### config.mk
export PLATFORM = sky130hd
export DESIGN_NAME = bj_round_fsm_flat
export DESIGN_NICKNAME = d
export VERILOG_FILES = /design/src/rtl/bj_round_fsm_pkg.sv /design/src/rtl/bj_round_fsm_if.sv /design/src/rtl/bj_round_fsm_hand.sv /design/src/rtl/bj_round_fsm.sv /design/src/flat_wrapper.sv
export SDC_FILE = /design/constraint.sdc
export NUM_CORES = 1
export LEC_CHECK = 0
export BUFFER_PORTS_ARGS = -buffer_cell sky130_fd_sc_hd__buf_4
export CAP_MARGIN = 20
export CORE_ASPECT_RATIO = 1.5
export CORE_MARGIN = 8
export CORE_UTILIZATION = 48
export CTS_CLUSTER_DIAMETER = 200
export DETAILED_ROUTE_END_ITERATION = 10
export PLACE_DENSITY = 0.66
export SLEW_MARGIN = 10
export SYNTH_ARGS = -nofsm -noshare
export SYNTH_HDL_FRONTEND = slang
export SYNTH_SLANG_ARGS = --single-unit
### constraint.sdc
create_clock -name CLOCK_50 -period 12.7 [get_ports CLOCK_50]
set_input_delay 2.54 -clock CLOCK_50 [delete_from_list [all_inputs] [get_ports CLOCK_50]]
set_output_delay 2.54 -clock CLOCK_50 [all_outputs]
set_load 0.05 [all_outputs]
### src/rtl/bj_round_fsm_pkg.sv
// +----------------------------------------------------------------------------+
// | bj_round_fsm_pkg : state/outcome encodings and hand arithmetic for the       |
// |                    blackjack round controller.                               |
// | Rev 1.0                                                                      |
// +----------------------------------------------------------------------------+
`default_nettype none

package bj_round_fsm_pkg;

  typedef enum logic [3:0] {
    ST_IDLE    = 4'd0,
    ST_DEAL_P1 = 4'd1,
    ST_DEAL_D1 = 4'd2,
    ST_DEAL_P2 = 4'd3,
    ST_DEAL_D2 = 4'd4,
    ST_PLAYER  = 4'd5,
    ST_P_HIT   = 4'd6,
    ST_DEALER  = 4'd7,
    ST_D_HIT   = 4'd8,
    ST_DONE    = 4'd9
  } state_t;

  typedef enum logic [1:0] {
    OUT_NONE = 2'b00,
    OUT_WIN  = 2'b01,
    OUT_LOSE = 2'b10,
    OUT_PUSH = 2'b11
  } outcome_t;

  localparam logic [5:0] BUST_LIMIT = 6'd21;
  localparam logic [3:0] ACE_LO     = 4'd1;
  localparam logic [3:0] ACE_HI     = 4'd11;
  localparam logic [6:0] ACE_ADJ    = 7'd10;

  function automatic logic is_card(input logic [3:0] v);
    return (v >= ACE_LO) && (v <= ACE_HI);
  endfunction

  // Returns {soft_aces, total}. Two demotions cover a new ace landing on a
  // hand that already holds a soft ace (e.g. soft 21 + ace = 32 -> 22 -> 12).
  function automatic logic [8:0] hand_add(input logic [5:0] total,
                                          input logic [2:0] aces,
                                          input logic [3:0] v);
    logic [6:0] t;
    logic [2:0] a;
    if (v == ACE_LO || v == ACE_HI) begin
      t = {1'b0, total} + {3'b000, ACE_HI};
      a = aces + 3'd1;
    end else begin
      t = {1'b0, total} + {3'b000, v};
      a = aces;
    end
    for (int i = 0; i < 2; i++) begin
      if (t > {1'b0, BUST_LIMIT} && a != 3'd0) begin
        t = t - ACE_ADJ;
        a = a - 3'd1;
      end
    end
    return {a, t[5:0]};
  endfunction

endpackage

`default_nettype wire

### src/rtl/bj_round_fsm_if.sv
// +----------------------------------------------------------------------------+
// | bj_round_fsm_if : card request/valid handshake to the card generator.        |
// | Rev 1.0                                                                      |
// +----------------------------------------------------------------------------+
`default_nettype none

interface bj_round_fsm_if;
  logic       card_req;
  logic       card_valid;
  logic [3:0] card_value;

  modport master (output card_req, input card_valid, input card_value);
  modport slave  (input card_req, output card_valid, output card_value);
endinterface

`default_nettype wire

### src/rtl/bj_round_fsm_hand.sv
// +----------------------------------------------------------------------------+
// | bj_hand_accum : one hand's total, soft-ace count and card count.             |
// | Rev 1.0                                                                      |
// +----------------------------------------------------------------------------+
`default_nettype none

module bj_hand_accum
  import bj_round_fsm_pkg::*;
(
  input  logic       CLOCK_50,
  input  logic       resetn,
  input  logic       clr,
  input  logic       add,
  input  logic [3:0] value,
  output logic [5:0] total,
  output logic [3:0] count
);

  logic [5:0] r_total;
  logic [2:0] r_soft_aces;
  logic [3:0] r_count;
  logic [8:0] w_sum;

  assign w_sum = hand_add(r_total, r_soft_aces, value);

  always_ff @(posedge CLOCK_50 or negedge resetn) begin
    if (!resetn) begin
      r_total     <= 6'd0;
      r_soft_aces <= 3'd0;
      r_count     <= 4'd0;
    end else if (clr) begin
      r_total     <= 6'd0;
      r_soft_aces <= 3'd0;
      r_count     <= 4'd0;
    end else if (add) begin
      r_total     <= w_sum[5:0];
      r_soft_aces <= w_sum[8:6];
      r_count     <= r_count + 4'd1;
    end
  end

  assign total = r_total;
  assign count = r_count;

endmodule

`default_nettype wire

### src/rtl/bj_round_fsm.sv
// +----------------------------------------------------------------------------+
// | bj_round_fsm : blackjack round controller - deal, player, dealer, score.     |
// | Rev 1.0                                                                      |
// +----------------------------------------------------------------------------+
`default_nettype none

module bj_round_fsm
  import bj_round_fsm_pkg::*;
#(
  parameter int DEALER_STAND = 17,
  parameter int MAX_CARDS    = 8
)
(
  input  logic                  CLOCK_50,
  input  logic                  resetn,
  input  logic                  new_game,
  input  logic                  hit,
  input  logic                  stand,
  bj_round_fsm_if.master        card_if,
  output logic [5:0]            player_total,
  output logic [5:0]            dealer_total,
  output logic [3:0]            player_cards,
  output logic [3:0]            dealer_cards,
  output logic [1:0]            outcome,
  output logic                  round_done
);

  localparam logic [5:0] c_DEALER_STAND = 6'(DEALER_STAND);
  localparam logic [3:0] c_MAX_CARDS    = 4'(MAX_CARDS);

  state_t   r_state, w_next;
  outcome_t r_outcome, w_outcome;
  logic     r_got;
  logic     r_hold;
  logic     w_card_state, w_player_card, w_req, w_accept;

  always_comb begin
    w_card_state  = 1'b0;
    w_player_card = 1'b0;
    case (r_state)
      ST_DEAL_P1, ST_DEAL_P2, ST_P_HIT: begin
        w_card_state  = 1'b1;
        w_player_card = 1'b1;
      end
      ST_DEAL_D1, ST_DEAL_D2, ST_D_HIT: w_card_state = 1'b1;
      default: ;
    endcase
  end

  // r_got holds the request low while the FSM evaluates the freshly updated
  // total; r_hold drops it for one cycle after a restart.
  assign w_req    = w_card_state & ~r_got & ~r_hold;
  assign w_accept = w_req & card_if.card_valid & is_card(card_if.card_value);
  assign card_if.card_req = w_req;

  bj_hand_accum u_player (
    .CLOCK_50 (CLOCK_50),
    .resetn   (resetn),
    .clr      (new_game),
    .add      (w_accept & w_player_card),
    .value    (card_if.card_value),
    .total    (player_total),
    .count    (player_cards)
  );

  bj_hand_accum u_dealer (
    .CLOCK_50 (CLOCK_50),
    .resetn   (resetn),
    .clr      (new_game),
    .add      (w_accept & ~w_player_card),
    .value    (card_if.card_value),
    .total    (dealer_total),
    .count    (dealer_cards)
  );

  always_comb begin
    w_next    = r_state;
    w_outcome = r_outcome;
    case (r_state)
      ST_DEAL_P1: if (r_got) w_next = ST_DEAL_D1;
      ST_DEAL_D1: if (r_got) w_next = ST_DEAL_P2;
      ST_DEAL_P2: if (r_got) w_next = ST_DEAL_D2;
      ST_DEAL_D2: if (r_got) w_next = (player_total == BUST_LIMIT) ? ST_DEALER : ST_PLAYER;
      ST_PLAYER: begin
        if (player_total == BUST_LIMIT || player_cards == c_MAX_CARDS || stand)
          w_next = ST_DEALER;
        else if (hit)
          w_next = ST_P_HIT;
      end
      ST_P_HIT: begin
        if (r_got) begin
          if (player_total > BUST_LIMIT) begin
            w_next    = ST_DONE;
            w_outcome = OUT_LOSE;
          end else begin
            w_next = ST_PLAYER;
          end
        end
      end
      ST_DEALER: begin
        if (dealer_total >= c_DEALER_STAND || dealer_cards == c_MAX_CARDS) begin
          w_next = ST_DONE;
          if (player_total > dealer_total)      w_outcome = OUT_WIN;
          else if (player_total < dealer_total) w_outcome = OUT_LOSE;
          else                                  w_outcome = OUT_PUSH;
        end else begin
          w_next = ST_D_HIT;
        end
      end
      ST_D_HIT: begin
        if (r_got) begin
          if (dealer_total > BUST_LIMIT) begin
            w_next    = ST_DONE;
            w_outcome = OUT_WIN;
          end else begin
            w_next = ST_DEALER;
          end
        end
      end
      default: ;
    endcase
  end

  always_ff @(posedge CLOCK_50 or negedge resetn) begin
    if (!resetn) begin
      r_state   <= ST_IDLE;
      r_outcome <= OUT_NONE;
      r_got     <= 1'b0;
      r_hold    <= 1'b0;
    end else if (new_game) begin
      r_state   <= ST_DEAL_P1;
      r_outcome <= OUT_NONE;
      r_got     <= 1'b0;
      r_hold    <= 1'b1;
    end else begin
      r_state   <= w_next;
      r_outcome <= w_outcome;
      r_got     <= w_accept;
      r_hold    <= 1'b0;
    end
  end

  assign outcome    = r_outcome;
  assign round_done = (r_state == ST_DONE);

endmodule

`default_nettype wire

### src/flat_wrapper.sv
// flat-port wrapper written by rule: the top's interface ports become plain ports
module bj_round_fsm_flat import bj_round_fsm_pkg::*;
#(
  parameter int DEALER_STAND = 17,
  parameter int MAX_CARDS    = 8
)
  (CLOCK_50, resetn, new_game, hit, stand, player_total, dealer_total, player_cards, dealer_cards, outcome, round_done, card_if_card_req, card_if_card_valid, card_if_card_value);
  bj_round_fsm_if card_if_i ();
  input  logic CLOCK_50;
  input  logic resetn;
  input  logic new_game;
  input  logic hit;
  input  logic stand;
  output logic [5:0] player_total;
  output logic [5:0] dealer_total;
  output logic [3:0] player_cards;
  output logic [3:0] dealer_cards;
  output logic [1:0] outcome;
  output logic round_done;
  output wire logic [$bits(card_if_i.card_req)-1:0] card_if_card_req;
  input wire logic [$bits(card_if_i.card_valid)-1:0] card_if_card_valid;
  input wire logic [$bits(card_if_i.card_value)-1:0] card_if_card_value;
  assign card_if_card_req = card_if_i.card_req;
  assign card_if_i.card_valid = card_if_card_valid;
  assign card_if_i.card_value = card_if_card_value;
  bj_round_fsm #(.DEALER_STAND(DEALER_STAND), .MAX_CARDS(MAX_CARDS)) u_core (.CLOCK_50(CLOCK_50), .resetn(resetn), .new_game(new_game), .hit(hit), .stand(stand), .card_if(card_if_i), .player_total(player_total), .dealer_total(dealer_total), .player_cards(player_cards), .dealer_cards(dealer_cards), .outcome(outcome), .round_done(round_done));
endmodule
# == Yosys cells after proc, flatten, opt, wreduce, memory -nomap -nowiden ==
# Index checks and enable logic that the tools add are counted.
# totals
out_inout_bits,24
romBits,0
mem_count,0
latch_bits,0
input_bits,10
reg_bits,34
ram_bits,0
# classes
shifts,0
reduce_logical,21
div_mod_pow,0
muxes,51
n_mul,0
bitwise_logic,9
n_addsub,16
eq_ne,24
magnitude_cmp,11
# op_table
cell,count
2-to-1 mux 4 bit,15
2-to-1 mux 6 bit,6
one-hot mux 4 bit (8 select lines),1
2-to-1 mux 3 bit,10
"greater-than comparator 7 x 5 -> 1 bit, second input constant",4
2-to-1 mux 7 bit,4
"inequality test 3 x 2 -> 1 bit, second input constant",9
"== test 4 bit, second input constant",5
"== test 4 x 3 -> 1 bit, second input constant",4
2-to-1 mux 2 bit,8
adder 6 x 4 -> 7 bit,2
"adder 6 x 4 -> 7 bit, second input constant",2
"subtractor 7 x 4 -> 7 bit, second input constant",2
"greater-than comparator 6 x 5 -> 1 bit, second input constant",2
nonzero test 3 bit,4
"subtractor 3 x 1 -> 3 bit, second input constant",4
"subtractor 6 x 4 -> 6 bit, second input constant",2
nonzero test 9 bit,1
"adder 4 x 1 -> 4 bit, second input constant",2
"== test 4 x 1 -> 1 bit, second input constant",2
"== test 4 x 2 -> 1 bit, second input constant",2
AND reduction 8 bit,1
"adder 3 x 1 -> 3 bit, second input constant",2
AND 1 bit,6
other kinds (17),32

# == Depth between registers and ports, before layout ==
# logic_depth
word_depth,11
ltp_mapped,22

# == Modules after synthesis ==
# A second synthesis with hierarchy kept.
# unflattened
cells_unflattened,461
hier_area_um2,4105.2
# by_module_without_submodules
mod,area_each_um2,cells_per_inst,n_inst,seq_area_each_um2
bj_hand_accum,1581.5,175,2,325.3
bj_round_fsm,942.2,111,1,200.2

# == Worst setup path before layout ==
# OpenSTA, ideal clock, no wires.
# synth_timing
path_kind,input to register
from,input card_if_card_value[2]
to,register u_core.u_player.r_total[3] (netlist: u_core.u_player.total[3])
required_ps,12578
stages,20
arrival_ps,6964
setup_ps,122
slack_ps,5615
n_path_buf,3
cell_sequence,buf_6 nor2b_1 and2_1 clkbuf_1 or2_2 fa_1 xnor2_1 ha_1 a21oi_1 a311o_1 o211a_1 or3_1 buf_2 mux2_2 ha_1 inv_1 a311o_1 o221a_2 or4_1 o2111a_1
# synth_via
elab_chain_len,11
word_cells_on_any_way,26
cone_classes,add/sub (4); order compare (4); eq/ne (2); mux (7); bitwise (2); reduce/logical (7)
# synth_lines
element,line_no,rtl
"start, declared",flat_wrapper.sv:22,input wire logic [$bits(card_if_i.card_value)-1:0] card_if_card_value;
branches (longest 11 deep; another with adder 6 x 4 -> 7 bit),-,
"end signal, assigned",bj_round_fsm_hand.sv:36,r_total <= w_sum[5:0];
"end, declared",bj_round_fsm_hand.sv:19,logic [5:0] r_total;
# Parallel ways; which one is timed is not known. The select of a mux whose other input is x is not followed.
# A chain may end at the register's enable or synchronous reset.

# == Worst setup path in the final report ==
# layout_timing
from,input card_if_card_value[3]
to,register u_core.u_dealer.r_total[4] (netlist: u_core.u_dealer.total[4])
# layout_via
elab_chain_len,11
word_cells_on_any_way,26
cone_classes,add/sub (4); order compare (4); eq/ne (2); mux (7); bitwise (2); reduce/logical (7)
# layout_lines
element,line_no
branches (longest 11 deep; another with adder 6 x 4 -> 7 bit),-
"end signal, assigned",bj_round_fsm_hand.sv:36
"end, declared",bj_round_fsm_hand.sv:19
# Parallel ways; which one is timed is not known. The select of a mux whose other input is x is not followed.

==> run_results.csv <==
group,metric,value,unit
setup_path,critical_path.endpoint_type,"register",
clock_network,clk_pin_slew,0.05,ns
pwr,clock_power_share,20.5,%
global_route,global_route.usage.total,17.88,%
timing,worst_slew_pin_slew,0.6627,ns
timing,report.final.setup_viol,0,
synth,synth-edff-count,0,
pwr,p_leak,1.855,nW
synth,syn-cell-area,0.003923,sq mm
timing,period_share,57.83,%
detailed_routing,detailedRoute.firstPassIterationCount,4,
clock_network,post_cts_resize_count,0,
run,number_of_maximum_capacitance_constraint_violations,0,
synth,synth-async-reset-ratio,100.0,%
clock_network,clkSinkCount,34,
global_route,grt_first_pass_wirelength,16920,um
detailed_routing,total_routed_wirelength,10460,um
clock_network,htree_num_levels,2,
setup_path,cp_data_arrival_time,7.50,ns
worst_hold_path,min_delay_path_depth,2,
detailed_routing,drt-initial-drc-count,160,
placement,port_buffers,33,
floorplanning,die_y,126.7,um
clock_network,worst_skew_pair.late_latency,0.28,ns
synth,synthCells,484,
setup_path,critical-path-max-stage-delay,0.47,ns
floorplanning,ios,34,
clock_network,cts_buffers,5,
global_route,antenna_found_initial,0,
timing,setup_tns,0,ns
floorplanning,floorplan.die_area,0.01138,sq mm
synth,synth.avg_cell_area,8.104,sq um
layout,n_fill_cell,731,
timing,grt_setup_unrepaired,"no",
status,outcome,"finished, final reports clean",
synth,synth_cell_type_count,81,
layout,fin_util,54.64,%
clock_network,hold_buffers,0,
pwr,swShare,46.75,%
synth,synth.ff_latch_count,34,
clock_network,cts.path.max_buffers,2,
layout,drive_gt1_share,14.48,%
setup_path,source_of_the_worst_register_to_register_timing_path,"u_core.u_dealer.total[0]",
setup_path,worst-path-max-fanout,11,
pwr,irDropWorstVdd,0.07776,mV
setup_path,path_depth,19,
setup_path,slowest_stage,"fa_1",
synth,synth_top_flop_cell,"dfrtp_1",
synth,yosys_warnings,0,
global_route,grt_pass1_vias,3479,
worst_hold_path,hold_path_class,"reg2reg",
setup_path,cp_cell_sequence,"buf_4 -> xnor2_1 -> and2_1 -> or2_2 -> fa_1 -> xor3_1 -> ha_1 -> a21oi_1 -> nor3b_1 -> o211ai_1 -> a2111oi_4 -> a211oi_4 -> nand2_1 -> o21ai_0 -> ha_1 -> o31a_1 -> a221o_1 -> and2_1 -> a311o_1",
synth,synth_seq_area_share,21.69,%
detailed_routing,postRouteAntennaNets,0,
setup_path,ff2ff_path_depth,16,
pwr,comb_power_share,54.0,%
detailed_routing,detailroute.via_count,3726,
placement,dp_hpwl,8194,um
worst_hold_path,min_from,"u_core.outcome[0]",
layout,synth_to_final_area_change,10.85,%
placement,globalplace.congestion,0.9228,
floorplanning,floorplan.initialDensity,49.29,%
timing,worst_clock_skew,0.001560,ns
detailed_routing,detail_route.wl_per_cell,17.18,um
clock_network,cts_tree,"yes",
timing,slew-limit-headroom,55.55,%
setup_path,critical_path.startpoint_type,"input port",
synth,syn_nets,532,
pwr,p_sw,277.5,uW
floorplanning,core-area,0.007958,sq mm
detailed_routing,viasPerCell,6.118,
floorplanning,rows,40,
setup_path,critical_path_buf_inv_count,1,
layout,final_net_count,551,
setup_path,crit_type,"in2reg",
clock_network,postCtsSetupRepairBufs,0,
clock_network,ctsRootBufferMaster,"clkbuf_16",
global_route,maximum_number_of_pins_on_one_net_before_global_route_repair,35,
global_route,overflow,0,
pwr,power.density_cell_area,136.5,mW/mm^2
timing,max_clock_freq,136.2,MHz
pwr,p_int,316.1,uW
setup_path,critPathLaunch,"card_if_card_value[3]",
timing,hold_viol_final,0,
setup_path,worstPathRequired,12.86,ns
layout,num_antenna_cells,0,
pwr,share_seq_of_total_power,25.5,%
detailed_routing,remaining_drc_errors,0,
timing,report.final.slew_viol_count,0,
timing,min_period,7.345,ns
setup_path,worst_path_dominant_cell_family,"compound AO/OA/AOI/OAI gates",
floorplanning,die_width,89.81,um
worst paths after layout:
path | to | slack, ns
worst max register to register | u_core.u_dealer.total[4] | 7.76
worst min register to register | u_core.outcome[0] | 0.54
min in group asynchronous | u_core.u_dealer.count[0] | 2.20
max in group asynchronous | u_core.u_dealer.r_soft_aces[2] | 10.18
worst min-delay path | u_core.outcome[0] | 0.54
worst max-delay path | u_core.u_dealer.total[4] | 5.36
cells in the mapped netlist (3+ instances only):
cell type  instances  share of area (%)
a31oi_1            4               0.64
nand3b_1           4               0.77
or3_1              7                1.1
nand4_1            9                1.4
nand2_1           40                3.8
nand2b_1           6               0.96
mux2_2             3               0.86
o221a_2            3               0.86
and3_1             6               0.96
nor2_1            44                4.2
a21o_1             7                1.3
xnor2_1           15                3.3
o221ai_1           3               0.67
mux2i_1            9                2.3
a21oi_1           22                2.8
clkbuf_1          16                1.5
buf_6              3               0.86
or4_1              3               0.57
a211oi_1           8                1.5
nor4_1             3               0.48
a2111oi_0          3               0.67
nor3b_1            5               0.96
xor2_1             5                1.1
dfrtp_1           34                 22
nand3_1           19                2.4
o21ai_0           22                2.8
and2_1             4               0.64
o211ai_1          11                2.1
or2_2              6               0.96
o31ai_1            8                1.5
nor2b_1            5               0.80
inv_1             32                3.1
a311o_1            4                1.0
nor3_1            16                2.0
ha_1              36                 11
placed cells by master, fill, tap and decap left out, drive strengths merged, types with 6 or more instances in the layout:
master and count:
o21ai 23, or3 8, a211oi 11, nor3 17, o211ai 11, and3 6, nand2 40, or2 6
nand4 9, o31ai 8, inv 32, buf 35, mux2i 9, nor2 46, ha 36, dfrtp 34
a21o 7, nand2b 6, nand3 19, clkbuf 7, xnor2 15, a21oi 24
metal layers:
| metal | vias up | part of all wire [%] | GRT usage, % |
|---|---|---|---|
| met2 | 97 | 53 | 32.22 |
| met5 | - | 0 | 0 |
| met4 | 0 | 3.7 | 8.709 |
| met1 | 1772 | 39 | 19.74 |
| li1 | 1833 | - | - |
| met3 | 24 | 4.3 | 3.070 |
layout make-up:
cell class                 count  area (sq um)  share of cell area, %
multi-input combinational    395          2835                  65.21
sequential                    34         850.8                  19.57
timing repair buffer          35         262.8                  6.043
clock buffer                   7         142.6                  3.281
tap                          105         131.4                  3.022
inverter                      32         120.1                  2.763
clock inverter                 1         5.005                 0.1151
power by group through the flow:
stage                     combinational [mW]  clock [mW]  sequential, mW
after global routing                   0.354       0.130           0.155
after detailed placement               0.318           0           0.153
final                                  0.321       0.122           0.151
after floorplan                        0.243           0           0.153
after global placement                 0.314           0           0.152
after CTS                              0.320       0.124           0.151
state kept, by name, indices dropped and copies added (netlist names):
name and flops:
u_core.outcome 2, u_core.u_dealer.total 6, u_core.u_player.r_soft_aces 3, u_core.u_player.count 4
u_core.u_dealer.r_soft_aces 3, u_core.r_state 4, u_core.r_hold 1, u_core.u_player.total 6
u_core.r_got 1, u_core.u_dealer.count 4
logic make-up (layout without fill, tap and decap cells):
logic type / after synthesis / count (layout) / synth area share (%)
fa+ha+maj: 40 / 40 / 13.05
mux: 13 / 13 / 3.541
xor+xnor: 21 / 21 / 5.072
buf+inv: 55 / 75 / 6.029
compound gates: 130 / 130 / 25.23
simple gates: 191 / 191 / 25.39
flops: 34 / 34 / 21.69
metrics by stage:
step / total power [mW] / hold WS, ns / setup WS [ns] / instances / instance area (sq um)
3_3_place_gp: 0.4666 / 0.5105 / 5.237 / 601 / 4200
4_1_cts: 0.5948 / 0.5424 / 5.341 / 609 / 4348
5_1_grt: 0.6384 / 0.5792 / 5.060 / 609 / 4348
6_report: 0.5936 / 0.5382 / 5.355 / 609 / 4348
3_5_place_dp: 0.4710 / 0.5368 / 5.065 / 601 / 4200
2_1_floorplan: 0.3966 / 0.5452 / 5.615 / 484 / 3923
worst register-to-register path: cells and delay by family, from the launching register on:
| family | cells | cell delay, ns |
|---|---|---|
| AO/OA/AOI/OAI | 8 | 2.03 |
| adder cells (fa/ha/maj) | 4 | 1.25 |
| AND/OR/NAND/NOR | 3 | 0.62 |
| flip-flops | 1 | 0.46 |
| XOR/XNOR | 1 | 0.45 |
Note: power is estimated with default switching activity, not from simulation.
